===== src/rtl/uart_rx_pkg.sv =====
// uart_rx_pkg: shared definitions for the UART receiver.
//   - rx_state_t : FSM state encoding (IDLE=0 .. PARITY=5, 3 bits), common
//                  with the transmitter.
//   - DEFAULT_CLKS_PER_BIT : 25 MHz / 115200 baud.
//   - parity_ok() : even-parity check over data byte plus parity bit.
package uart_rx_pkg;

    localparam int DEFAULT_CLKS_PER_BIT = 217;

    typedef enum logic [2:0] {
        S_IDLE    = 3'd0,
        S_START   = 3'd1,
        S_DATA    = 3'd2,
        S_STOP    = 3'd3,
        S_CLEANUP = 3'd4,
        S_PARITY  = 3'd5
    } rx_state_t;

    // Even parity: the XOR of all eight data bits and the parity bit is 0.
    function automatic logic parity_ok(input logic [7:0] data, input logic parity_bit);
        return ((^data) ^ parity_bit) == 1'b0;
    endfunction

endpackage


===== src/rtl/uart_rx_sync.sv =====
// uart_rx_sync: two-flop synchroniser for the asynchronous serial line.
// Ports:
//   clk_i   in  system clock
//   rst_i   in  synchronous active-high reset (both flops reset to 1 = idle line)
//   async_i in  asynchronous input
//   sync_o  out synchronised copy, two clocks behind async_i
module uart_rx_sync (
    input  logic clk_i,
    input  logic rst_i,
    input  logic async_i,
    output logic sync_o
);

    logic meta;

    always_ff @(posedge clk_i) begin
        if (rst_i) begin
            meta   <= 1'b1;
            sync_o <= 1'b1;
        end else begin
            // NOTE: non-blocking assignments make these two distinct flops;
            // blocking ones would collapse the chain into a single stage.
            meta   <= async_i;
            sync_o <= meta;
        end
    end

endmodule


===== src/rtl/uart_rx.sv =====
// uart_rx: 8N1 UART receiver, LSB first, CLKS_PER_BIT clocks per bit.
// Optional 8E1 parity checking is built when UART_RX_PARITY_EN is defined.
// Ports:
//   clk_i        in   system clock
//   rst_i        in   synchronous active-high reset
//   rx_serial_i  in   asynchronous serial line, idles high
//   rx_dv_o      out  one-cycle pulse: rx_byte_o holds a new good byte
//   rx_byte_o    out  last good byte, held until the next good frame
//   rx_active_o  out  high from START through STOP
//   frame_err_o  out  one-cycle pulse: stop bit sampled low
//   parity_err_o out  one-cycle pulse: parity mismatch (0 without the feature)
module uart_rx
    import uart_rx_pkg::*;
#(
    parameter int CLKS_PER_BIT = DEFAULT_CLKS_PER_BIT
) (
    input  logic       clk_i,
    input  logic       rst_i,
    input  logic       rx_serial_i,
    output logic       rx_dv_o,
    output logic [7:0] rx_byte_o,
    output logic       rx_active_o,
    output logic       frame_err_o,
    output logic       parity_err_o
);

    localparam int HALF_BIT = (CLKS_PER_BIT - 1) / 2;
    localparam int CNT_W    = $clog2(CLKS_PER_BIT);
    localparam logic [CNT_W-1:0] CNT_LAST = CNT_W'(CLKS_PER_BIT - 1);
    localparam logic [CNT_W-1:0] CNT_HALF = CNT_W'(HALF_BIT);

    logic             rx_sync;
    rx_state_t        state;
    logic [CNT_W-1:0] clk_cnt;
    logic [2:0]       bit_idx;
    logic [7:0]       shift_reg;
    // Cleared by a framing error; a low line only starts a new frame once
    // it has been seen high again, so a break does not retrigger forever.
    logic             armed;

    uart_rx_sync u_sync (
        .clk_i   (clk_i),
        .rst_i   (rst_i),
        .async_i (rx_serial_i),
        .sync_o  (rx_sync)
    );

`ifdef UART_RX_PARITY_EN
    logic parity_bit;
    logic parity_err_q;
    assign parity_err_o = parity_err_q;
`else
    assign parity_err_o = 1'b0;
`endif

    always_ff @(posedge clk_i) begin
        if (rst_i) begin
            state       <= S_IDLE;
            clk_cnt     <= '0;
            bit_idx     <= '0;
            shift_reg   <= '0;
            armed       <= 1'b1;
            rx_dv_o     <= 1'b0;
            rx_byte_o   <= '0;
            rx_active_o <= 1'b0;
            frame_err_o <= 1'b0;
`ifdef UART_RX_PARITY_EN
            parity_bit   <= 1'b0;
            parity_err_q <= 1'b0;
`endif
        end else begin
            // Status pulses default low; only the STOP decision raises one.
            rx_dv_o     <= 1'b0;
            frame_err_o <= 1'b0;
`ifdef UART_RX_PARITY_EN
            parity_err_q <= 1'b0;
`endif
            case (state)
                S_IDLE: begin
                    clk_cnt     <= '0;
                    bit_idx     <= '0;
                    rx_active_o <= 1'b0;
                    if (rx_sync) begin
                        armed <= 1'b1;
                    end else if (armed) begin
                        state       <= S_START;
                        rx_active_o <= 1'b1;
                    end
                end

                // Re-check the line at the start-bit mid-point to reject glitches.
                S_START: begin
                    if (clk_cnt == CNT_HALF) begin
                        clk_cnt <= '0;
                        if (!rx_sync) begin
                            state <= S_DATA;
                        end else begin
                            state       <= S_IDLE;
                            rx_active_o <= 1'b0;
                        end
                    end else begin
                        clk_cnt <= clk_cnt + 1'b1;
                    end
                end

                // Counting a full bit from the start mid-point lands on each data mid-point.
                S_DATA: begin
                    if (clk_cnt == CNT_LAST) begin
                        clk_cnt            <= '0;
                        shift_reg[bit_idx] <= rx_sync;
                        bit_idx            <= bit_idx + 3'd1;
                        if (bit_idx == 3'd7) begin
`ifdef UART_RX_PARITY_EN
                            state <= S_PARITY;
`else
                            state <= S_STOP;
`endif
                        end
                    end else begin
                        clk_cnt <= clk_cnt + 1'b1;
                    end
                end

`ifdef UART_RX_PARITY_EN
                S_PARITY: begin
                    if (clk_cnt == CNT_LAST) begin
                        clk_cnt    <= '0;
                        parity_bit <= rx_sync;
                        state      <= S_STOP;
                    end else begin
                        clk_cnt <= clk_cnt + 1'b1;
                    end
                end
`endif

                // A bad stop bit outranks a parity mismatch.
                S_STOP: begin
                    if (clk_cnt == CNT_LAST) begin
                        clk_cnt     <= '0;
                        rx_active_o <= 1'b0;
                        state       <= S_CLEANUP;
                        if (!rx_sync) begin
                            frame_err_o <= 1'b1;
                            armed       <= 1'b0;
`ifdef UART_RX_PARITY_EN
                        end else if (!parity_ok(shift_reg, parity_bit)) begin
                            parity_err_q <= 1'b1;
`endif
                        end else begin
                            rx_dv_o   <= 1'b1;
                            rx_byte_o <= shift_reg;
                        end
                    end else begin
                        clk_cnt <= clk_cnt + 1'b1;
                    end
                end

                // One cycle for the status pulse to drop before listening again.
                S_CLEANUP: begin
                    clk_cnt <= '0;
                    state   <= S_IDLE;
                end

                default: begin
                    state <= S_IDLE;
                end
            endcase
        end
    end

endmodule

===== config.mk =====
export PLATFORM = sky130hd
export DESIGN_NAME = uart_rx
export DESIGN_NICKNAME = d
export VERILOG_FILES = /design/src/rtl/uart_rx_pkg.sv /design/src/rtl/uart_rx_sync.sv /design/src/rtl/uart_rx.sv
export SDC_FILE = /design/constraint.sdc
export NUM_CORES = 1
export LEC_CHECK = 0
export BUFFER_PORTS_ARGS = -buffer_cell sky130_fd_sc_hd__buf_4
export CORE_AREA = 2 2 73 75
export CTS_CLUSTER_SIZE = 30
export DETAILED_ROUTE_END_ITERATION = 16
export DIE_AREA = 0 0 75 77
export PLACE_DENSITY = 0.59
export SYNTH_ARGS = -nofsm -noshare
export SYNTH_HDL_FRONTEND = slang
export SYNTH_SLANG_ARGS = --single-unit

===== constraint.sdc =====
create_clock -name clk_i -period 3.6 [get_ports clk_i]
set_input_delay 0.36 -clock clk_i [delete_from_list [all_inputs] [get_ports clk_i]]
set_output_delay 0.36 -clock clk_i [all_outputs]
set_load 0.02 [all_outputs]

==> results of run 1 <==
path summary, 6_finish.rpt:
check | from | to | slack, ns | cells after the start
setup reg to reg | clk_cnt[0] | rx_byte_o[6] | 1.53 | 6
setup / recovery | clk_cnt[0] | rx_byte_o[6] | 1.53 | 6
hold reg to reg | u_sync.meta | u_sync.sync_o | 0.41 | 1
hold / removal | rx_serial_i | u_sync.meta | 0.25 | 2
per-layer routing:
metal	up-vias	wire (um)	part of all wire
met5	-	0	0
met4	0	51	0.016
met3	6	98	0.030
met2	14	1430	0.44
met1	617	1691	0.52
li1	703	-	-
power by group:
| group | leakage, nW | internal, mW | switching [mW] | total, mW |
|---|---|---|---|---|
| combinational | 0.406 | 0.0106 | 0.0183 | 0.0289 |
| sequential | 0.291 | 0.401 | 0.00389 | 0.405 |
| clock | 0.0541 | 0.205 | 0.150 | 0.355 |
through the flow:
step	total power, mW	setup WS, ns	cells
floorplan	0.4372	2.046	194
global placement	0.4428	1.560	263
detailed placement	0.4429	1.509	263
CTS	0.7990	1.519	271
global route	0.8193	1.341	271
finish	0.7884	1.533	271
cells by family after synthesis:
family,count (synthesis)
compound gates,34
buf+inv,19
flops,36
fa+ha+maj,4
simple gates,80
xor+xnor,3
mux,17
other cells,1
placed cells by master (no fill, tap or decap), types with 3 or more instances in the layout:
cell type	count
a211oi_1	3
a21oi_1	8
a31oi_1	3
buf_4	13
clkbuf_8	5
dfxtp_1	36
ha_1	4
inv_1	5
mux2i_1	17
nand2_1	10
nand2b_1	13
nand3_1	8
nand4_1	3
nor2_1	18
nor3_1	6
o211ai_1	4
o21ai_0	4
xnor2_1	3
layout make-up:
| type | count | area, sq um | share of cell area |
|---|---|---|---|
| Timing Repair Buffer | 13 | 97.59 | 0.04791 |
| Clock buffer | 5 | 68.82 | 0.03378 |
| Sequential cell | 36 | 720.7 | 0.3538 |
| Multi-Input combinational cell | 139 | 1001 | 0.4914 |
| Inverter | 5 | 18.77 | 0.009214 |
| Tap cell | 70 | 87.58 | 0.04300 |
| Clock inverter | 3 | 42.54 | 0.02088 |
==> results.py, run 1 <==
metrics = {
    "clocking": {
        "cts_max_path_buffers": 2,
        "cts_made_buffers": 5,
        "clock_sink_count": 36,
        "cts_tree": "done",
        "cts-resized-gates": 0,
        "clk_pin_slew_ns": 0.08,
        "hold_buffers": 0,
        "post_cts_buffers": 0,
        "clock-root-buffer": "clkbuf_8",
        "htreeDepth": 2,
        "clkLatencyLatePin_ns": 0.29,
    },
    "setup_path": {
        "worstSetupPathType": "reg -> reg",
        "worstPathArrival_ns": 2.24,
        "crit_family": "simple AND/OR/NAND/NOR gates",
        "path_cells": "inv_1 -> ha_1 -> and4_1 -> nand4_1 -> mux2i_1 -> nor2_1",
        "cpMaxStageDelayCell": "nand4_1",
        "crit_buf_inv": 1,
        "critPathLaunchType": "flop",
        "required_ns": 3.78,
        "crit_fanout": 9,
        "max_stage_delay_ns": 0.59,
        "cp-end-kind": "flop",
    },
    "power_and_ir_drop": {
        "pwr_density_cell_nw_per_um2": 387.0,
        "power.leakage_nw": 0.7504,
        "ir_drop_v": 0.0001405,
    },
    "global_routing": {
        "grt_pass1_vias": 1239,
        "grtUsageMet3": 0.03942,
        "grt_max_degree": 41,
        "met1_usage": 0.1675,
        "grtUsageMet2": 0.1825,
        "antenna_found_initial": 0,
        "track_usage": 0.1236,
        "overflow": 0,
        "grt_pass1_wl_um": 5637,
        "busiest_layer": "met2",
    },
    "logic_synthesis": {
        "synth_top_area_share": 0.3916,
        "avgSynthCellArea_sq_um": 9.487,
        "synth-main-ff-cell": "dfxtp_1",
        "synth-xor-area-share": 0.01428,
        "synth_top_cell_by_area": "dfxtp_1",
        "seq_area_frac_synth": 0.3916,
        "synth-compound-area-share": 0.1428,
        "synth_fa_ha_area_frac": 0.02719,
        "syn-cell-area_sq_um": 1841,
        "synth_most_common_cell": "dfxtp_1",
        "synth_area_leaders": "dfxtp_1 39%, mux2i_1 9.2%, nand2b_1 4.4%",
        "synth-simple-area-share": 0.2651,
        "synthesis.nets": 201,
        "synth-seq-cells": 36,
        "synth_edf_count": 0,
        "synth_cell_types": 48,
        "synthArstFlopShare": 0,
        "netlist_instances": 194,
        "yosysWarnings": 0,
        "synthTopCellsByCount": "36 x dfxtp_1, 18 x nor2_1, 17 x mux2i_1",
        "synthMuxAreaShare": 0.09245,
        "synth_top_family_by_area": "simple AND/OR/NAND/NOR gates",
    },
    "run": {
        "cap_violations": 0,
    },
    "timing": {
        "fin_crit_ns": 2.067,
        "worst_clock_skew_ns": 0.009128,
        "slew_headroom": 0.5659,
        "fmax_mhz": 483.9,
        "finalSetupViolCount": 0,
        "holdWs_ns": 0.2521,
        "slew_violations": 0,
        "tightest_slew_ns": 0.6492,
        "finalHoldViolCount": 0,
        "rsz0062_at_grt": "no",
        "period_share": 0.5741,
        "setup_tns_ns": 0,
    },
    "final_layout": {
        "final_nets": 207,
        "design_area_sq_um": 2037,
        "antenna_cells": 0,
        "area_delta_synth_final_pct": 10.67,
        "utilization": 0.4093,
        "n_fill_cell": 496,
        "drive_gt1_frac": 0.1741,
    },
    "die": {
        "initial_core_util": 0.3698,
        "rows": 26,
        "core_area_sq_um": 4977,
        "die_area_sq_um": 5775,
        "die_h_um": 77,
        "die_width_um": 75,
        "ios": 15,
    },
    "place": {
        "dp_hpwl_um": 2222,
        "io_buffers": 13,
        "placed_area_sq_um": 1926,
        "routabilityCongestion": 0.8473,
    },
    "route": {
        "vias": 1340,
        "ant_nets": 0,
        "drt-total-wl_um": 3272,
        "drt_iter0_drc": 66,
        "via_per_inst": 4.945,
        "drc_errors": 0,
        "routedWlPerCell_um": 12.07,
        "drt-pass1-iter-count": 4,
    },
    "outcome": {
        "status": "finished, final reports clean",
    },
    "hold_path": {
        "hold_class": "in -> reg",
    },
}
(Power assumes the default switching activity.)
==> run 2: changes to the inputs <==
--- a/config.mk
+++ b/config.mk
@@ -10,7 +10,7 @@
 export CTS_CLUSTER_SIZE = 30
 export DETAILED_ROUTE_END_ITERATION = 16
 export DIE_AREA = 0 0 75 77
-export PLACE_DENSITY = 0.59
+export PLACE_DENSITY = 0.61
 export SYNTH_ARGS = -nofsm -noshare
 export SYNTH_HDL_FRONTEND = slang
 export SYNTH_SLANG_ARGS = --single-unit
==> constraint.sdc (replaced) <==
create_clock -name clk_i -period 1.9 [get_ports clk_i]
set_input_delay 0.19 -clock clk_i [delete_from_list [all_inputs] [get_ports clk_i]]
set_output_delay 0.19 -clock clk_i [all_outputs]
set_load 0.02 [all_outputs]
==> results.py, run 2 (synthesis results as in run 1) <==
metrics = {
    "timing": {
        "setup_tns_ns": 0,
        "rsz0062_at_grt": "no",
        "period_share": 0.9229,
        "worst_clock_skew_ns": 0.006692,
        "tightest_slew_ns": 0.5971,
        "fmax_mhz": 570.3,
        "slew_headroom": 0.5992,
        "slew_violations": 0,
        "finalSetupViolCount": 0,
        "fin_crit_ns": 1.753,
        "finalHoldViolCount": 0,
    },
    "clocking": {
        "htreeDepth": 2,
        "cts_made_buffers": 5,
        "cts-resized-gates": 0,
        "post_cts_buffers": 0,
        "clkLatencyLatePin_ns": 0.30,
        "cts_max_path_buffers": 2,
        "cts_tree": "done",
        "clock_sink_count": 36,
        "clock-root-buffer": "clkbuf_8",
        "clk_pin_slew_ns": 0.07,
        "hold_buffers": 0,
    },
    "global_routing": {
        "grt_pass1_wl_um": 6009,
        "antenna_found_initial": 0,
        "overflow": 0,
        "grt_max_degree": 41,
        "grt_pass1_vias": 1281,
        "track_usage": 0.1356,
    },
    "route": {
        "ant_nets": 0,
        "drt_iter0_drc": 77,
        "drt-total-wl_um": 3354,
        "via_per_inst": 4.946,
        "vias": 1365,
        "routedWlPerCell_um": 12.15,
        "drc_errors": 0,
        "drt-pass1-iter-count": 4,
    },
    "place": {
        "routabilityCongestion": 0.8003,
        "placed_area_sq_um": 1963,
        "io_buffers": 13,
        "dp_hpwl_um": 2260,
    },
    "final_layout": {
        "final_nets": 212,
        "final_cell_mix": "36 x dfxtp_1, 18 x nor2_1, 18 x buf_4, 17 x mux2i_1, 13 x nand2b_1",
        "antenna_cells": 0,
        "utilization": 0.4168,
        "final_common_cell": "dfxtp_1",
        "area_delta_synth_final_pct": 12.71,
        "design_area_sq_um": 2074,
        "drive_gt1_frac": 0.1942,
        "n_fill_cell": 508,
    },
    "setup_path": {
        "crit_start": "clk_cnt[0]",
        "worstPathArrival_ns": 1.93,
        "critPathCapture": "shift_reg[5]",
        "max_stage_delay_ns": 0.40,
        "r2r_cells": 6,
        "path_cells": "inv_1 -> ha_1 -> and4_1 -> and3_1 -> nand4b_1 -> mux2i_1",
        "crit_fanout": 7,
        "critPathLaunchType": "flop",
        "worstSetupPathType": "reg -> reg",
        "required_ns": 2.08,
        "r2r_slack_ns": 0.15,
        "cpMaxStageDelayCell": "and4_1",
        "cp-end-kind": "flop",
        "r2r_end": "shift_reg[5]",
        "r2r-start": "clk_cnt[0]",
    },
    "power_and_ir_drop": {
        "seq_power_share": 0.511,
        "power.leakage_nw": 0.7750,
        "pwr_density_cell_nw_per_um2": 722.2,
        "ir_drop_v": 0.0004321,
        "swShare": 0.2207,
        "power.internal_mw": 1.167,
        "p_clk_frac": 0.452,
        "p_sw_mw": 0.3307,
        "pwr-share-comb": 0.037,
    },
    "run": {
        "cap_violations": 0,
    },
    "die": {
        "rows": 26,
        "die_area_sq_um": 5775,
        "die_h_um": 77,
        "core_area_sq_um": 4977,
        "die_width_um": 75,
        "initial_core_util": 0.3698,
        "ios": 15,
    },
    "outcome": {
        "status": "finished, final reports clean",
    },
    "hold_path": {
        "hold_class": "in -> reg",
    },
}
[run 2: cell count changes in the layout (fill, tap and decap cells not counted), sizes merged]
cell	delta
buf	+5
[run 2: area by class of cell]
type	count	area (sq um)	area share
tap	70	87.58	0.04222
timing repair buffer	18	135.1	0.06514
sequential	36	720.7	0.3474
clock buffer	5	68.82	0.03317
multi-input combinational	139	1001	0.4825
clock inverter	3	42.54	0.02051
inverter	5	18.77	0.009047
[run 2: how the worst min path moves through the flow]
| stage | startpoint | endpoint | slack, ns | cells after the start |
|---|---|---|---|---|
| 2_1_floorplan | rx_serial_i | u_sync.meta | 0.29 | 1 |
| 3_3_place_gp | rx_serial_i | u_sync.meta | 0.38 | 2 |
| 3_5_place_dp | rx_serial_i | u_sync.meta | 0.38 | 2 |
| 4_1_cts | rx_serial_i | u_sync.meta | 0.07 | 2 |
| 5_1_grt | rx_serial_i | u_sync.meta | 0.07 | 2 |
| 6_report | rx_serial_i | u_sync.meta | 0.08 | 2 |
[run 2: power groups by stage]
stage	Combinational [mW]	Sequential, mW	Clock (mW)
2_1_floorplan	0.0467	0.782	0
3_3_place_gp	0.0552	0.784	0
3_5_place_dp	0.0551	0.784	0
4_1_cts	0.0551	0.766	0.694
5_1_grt	0.0623	0.767	0.729
6_report	0.0549	0.766	0.677
[run 2: routing by layer]
| layer | wire, um | global-route usage |
|---|---|---|
| met3 | 113 | 0.03548 |
| met4 | 91 | 0.07500 |
| met2 | 1415 | 0.1807 |
| met5 | 0 | 0 |
| met1 | 1734 | 0.1943 |
[run 2: per-stage QoR]
step / power [mW] / hold WS (ns) / worst slack, ns / instances
2_1_floorplan: 0.8283 / 0.2938 / 0.3461 / 194
6_report: 1.498 / 0.07842 / 0.1466 / 276
3_3_place_gp: 0.8389 / 0.3768 / 0.2089 / 268
4_1_cts: 1.515 / 0.07114 / 0.1529 / 276
5_1_grt: 1.559 / 0.07108 / 0.005179 / 276
3_5_place_dp: 0.8389 / 0.3785 / 0.1574 / 268
[run 2: worst max-delay path, delay by kind of cell, from the launching register on]
kind                     cells  cell delay (ns)
AND/OR/NAND/NOR              3             0.92
flip-flops                   1             0.34
multiplexers                 1             0.14
adder cells (fa/ha/maj)      1             0.16
buffers and inverters        1             0.09
==> run 3: changes to the inputs <==
--- a/config.mk
+++ b/config.mk
@@ -5,11 +5,13 @@
 export SDC_FILE = /design/constraint.sdc
 export NUM_CORES = 1
 export LEC_CHECK = 0
+export ABC_AREA = 1
 export BUFFER_PORTS_ARGS = -buffer_cell sky130_fd_sc_hd__buf_4
-export CORE_AREA = 2 2 73 75
+export CORE_AREA = 2 2 69 71
 export CTS_CLUSTER_SIZE = 30
 export DETAILED_ROUTE_END_ITERATION = 16
-export DIE_AREA = 0 0 75 77
+export DIE_AREA = 0 0 71 73
+export MAX_ROUTING_LAYER = met4
 export PLACE_DENSITY = 0.61
 export SYNTH_ARGS = -nofsm -noshare
 export SYNTH_HDL_FRONTEND = slang
==> results.py, run 3 <==
metrics = {
    "timing": {
        "setup_tns_ns": 0,
        "fin_ws_ns": 0.3118,
        "fmax_mhz": 629.6,
        "fin_crit_ns": 1.588,
        "period_share": 0.8359,
        "rsz0062_at_grt": "no",
        "holdWs_ns": 0.08926,
        "finalSetupViolCount": 0,
        "finalHoldViolCount": 0,
        "worst_clock_skew_ns": 0.002925,
        "slew_violations": 0,
    },
    "global_routing": {
        "grt_pass1_vias": 1241,
        "antenna_found_initial": 0,
        "met1_usage": 0.1859,
        "grt_max_degree": 15,
        "busiest_layer": "met2",
        "track_usage": 0.1418,
        "grtUsageMet2": 0.1900,
        "overflow": 0,
        "grtUsageMet3": 0.04972,
        "grt_pass1_wl_um": 5485,
    },
    "clocking": {
        "clock-root-buffer": "clkbuf_8",
        "clk_pin_slew_ns": 0.07,
        "cts-resized-gates": 0,
        "post_cts_buffers": 0,
        "cts_made_buffers": 5,
        "cts_max_path_buffers": 2,
        "cts_tree": "done",
        "htreeDepth": 2,
        "clock_sink_count": 36,
        "hold_buffers": 0,
        "clkLatencyLatePin_ns": 0.28,
    },
    "logic_synthesis": {
        "avgSynthCellArea_sq_um": 7.124,
        "synth-compound-area-share": 0.1196,
        "synth-xor-area-share": 0.01060,
        "seq_area_frac_synth": 0.4360,
        "synth-main-ff-cell": "dfxtp_1",
        "synth_top_area_share": 0.4360,
        "synth-simple-area-share": 0.3073,
        "synth_fa_ha_area_frac": 0.03028,
        "syn-cell-area_sq_um": 1653,
        "synth_area_leaders": "dfxtp_1 44%, nand2_1 11%, nor2_1 7.7%",
        "synthMuxAreaShare": 0,
        "synth_most_common_cell": "nand2_1",
        "synth_edf_count": 0,
        "netlist_instances": 232,
        "synthTopCellsByCount": "48 x nand2_1, 36 x dfxtp_1, 34 x nor2_1",
        "synthesis.nets": 239,
        "synth_top_cell_by_area": "dfxtp_1",
        "synth-seq-cells": 36,
        "synthArstFlopShare": 0,
        "synth_cell_types": 26,
        "yosysWarnings": 0,
        "synth_top_family_by_area": "simple AND/OR/NAND/NOR gates",
    },
    "route": {
        "drt-total-wl_um": 3059,
        "vias": 1404,
        "via_per_inst": 4.618,
        "routedWlPerCell_um": 10.06,
        "drt-pass1-iter-count": 4,
        "drc_errors": 0,
        "ant_nets": 0,
        "drt_iter0_drc": 85,
    },
    "place": {
        "io_buffers": 13,
        "routabilityCongestion": 0.8547,
        "place_ws_ns": 0.3104,
        "place_inst": 296,
        "dp_hpwl_um": 2235,
        "placed_area_sq_um": 1802,
    },
    "setup_path": {
        "critPathLaunchType": "flop",
        "required_ns": 2.08,
        "r2r_end": "shift_reg[1]",
        "r2r_slack_ns": 0.31,
        "worstPathArrival_ns": 1.76,
        "worstSetupPathType": "reg -> reg",
        "cp-end-kind": "flop",
        "r2r-start": "clk_cnt[0]",
        "crit_fanout": 12,
        "r2r_cells": 9,
    },
    "run": {
        "cap_violations": 0,
    },
    "hold_path": {
        "hold_start": "rx_serial_i",
        "hold_class": "in -> reg",
        "hold_end": "u_sync.meta",
        "hold_depth": 2,
    },
    "power_and_ir_drop": {
        "pwr_density_cell_nw_per_um2": 946.1,
        "power.leakage_nw": 0.7970,
        "ir_drop_v": 0.0003532,
        "seq_power_share": 0.465,
        "swShare": 0.3134,
        "p_sw_mw": 0.5609,
        "pwr-share-comb": 0.231,
        "power.internal_mw": 1.229,
        "p_clk_frac": 0.304,
        "total_power_mw": 1.790,
    },
    "final_layout": {
        "antenna_cells": 0,
        "utilization": 0.4171,
        "final_nets": 256,
        "design_area_sq_um": 1892,
        "area_delta_synth_final_pct": 14.46,
        "final_cells": 304,
        "final_common_cell": "nand2_1",
        "final_cell_mix": "48 x nand2_1, 36 x dfxtp_1, 34 x nor2_1, 28 x inv_1, 19 x o21ai_0",
        "drive_gt1_frac": 0.1480,
    },
    "die": {
        "rows": 25,
        "ios": 15,
        "core_area_sq_um": 4536,
        "die_h_um": 73,
        "initial_core_util": 0.3644,
        "die_area_sq_um": 5183,
        "die_width_um": 71,
    },
    "outcome": {
        "status": "finished, final reports clean",
    },
}
-- run 3: cell count changes after synthesis, moves of 5 or more --
| cell | previous run | this run |
|---|---|---|
| a21oi_1 | 8 | 18 |
| inv_1 | 5 | 28 |
| inv_2 | 0 | 5 |
| mux2i_1 | 17 | 0 |
| nand2_1 | 10 | 48 |
| nand2b_1 | 13 | 0 |
| nor2_1 | 18 | 34 |
| o21ai_0 | 4 | 19 |
-- run 3: cell type report --
type | instances | area (sq um)
fillers | 471 | 2644
multi-input cells | 158 | 777.0
flip-flops and latches | 36 | 720.7
inverters | 33 | 123.9
repair buffers | 15 | 112.6
clock buffers | 8 | 90.09
well taps | 54 | 67.56
-- run 3: critical path, stage by stage (launching register included) --
cell	delay (ns)
dfxtp_1	0.33
inv_1	0.09
ha_1	0.16
nand2_1	0.09
nor2_4	0.11
nand2_4	0.09
nor2_4	0.24
nand2_1	0.15
nor3_1	0.17
nor2_1	0.06
-- run 3: cell families after synthesis --
| family | Yosys count |
|---|---|
| simple gates | 112 |
| buf+inv | 38 |
| compound gates | 39 |
| flops | 36 |
| other cells | 1 |
| fa+ha+maj | 4 |
| xor+xnor | 2 |
-- run 3: worst max path at each step --
stage | start | to | slack (ns)
CTS | clk_cnt[0] | rx_byte_o[4] | 0.30
floorplan | clk_cnt[0] | clk_cnt[0] | 0.55
global placement | clk_cnt[0] | shift_reg[1] | 0.34
global route | clk_cnt[0] | shift_reg[7] | 0.05
detailed placement | clk_cnt[0] | rx_byte_o[4] | 0.31
finish | clk_cnt[0] | shift_reg[1] | 0.31
-- run 3: power by group through the flow --
stage / logic, mW / clock network [mW] / registers [mW]
global placement: 0.416 / 0 / 0.845
CTS: 0.420 / 0.574 / 0.829
finish: 0.414 / 0.545 / 0.832
detailed placement: 0.418 / 0 / 0.847
global route: 0.485 / 0.606 / 0.835
floorplan: 0.319 / 0 / 0.853
-- run 3: per-layer routing --
metal | part of all wire | wire [um] | vias up
li1 | - | - | 765
met1 | 0.53 | 1615 | 614
met2 | 0.42 | 1278 | 23
met3 | 0.045 | 137 | 2
met4 | 0.0095 | 29 | 0
met5 | 0 | 0 | -
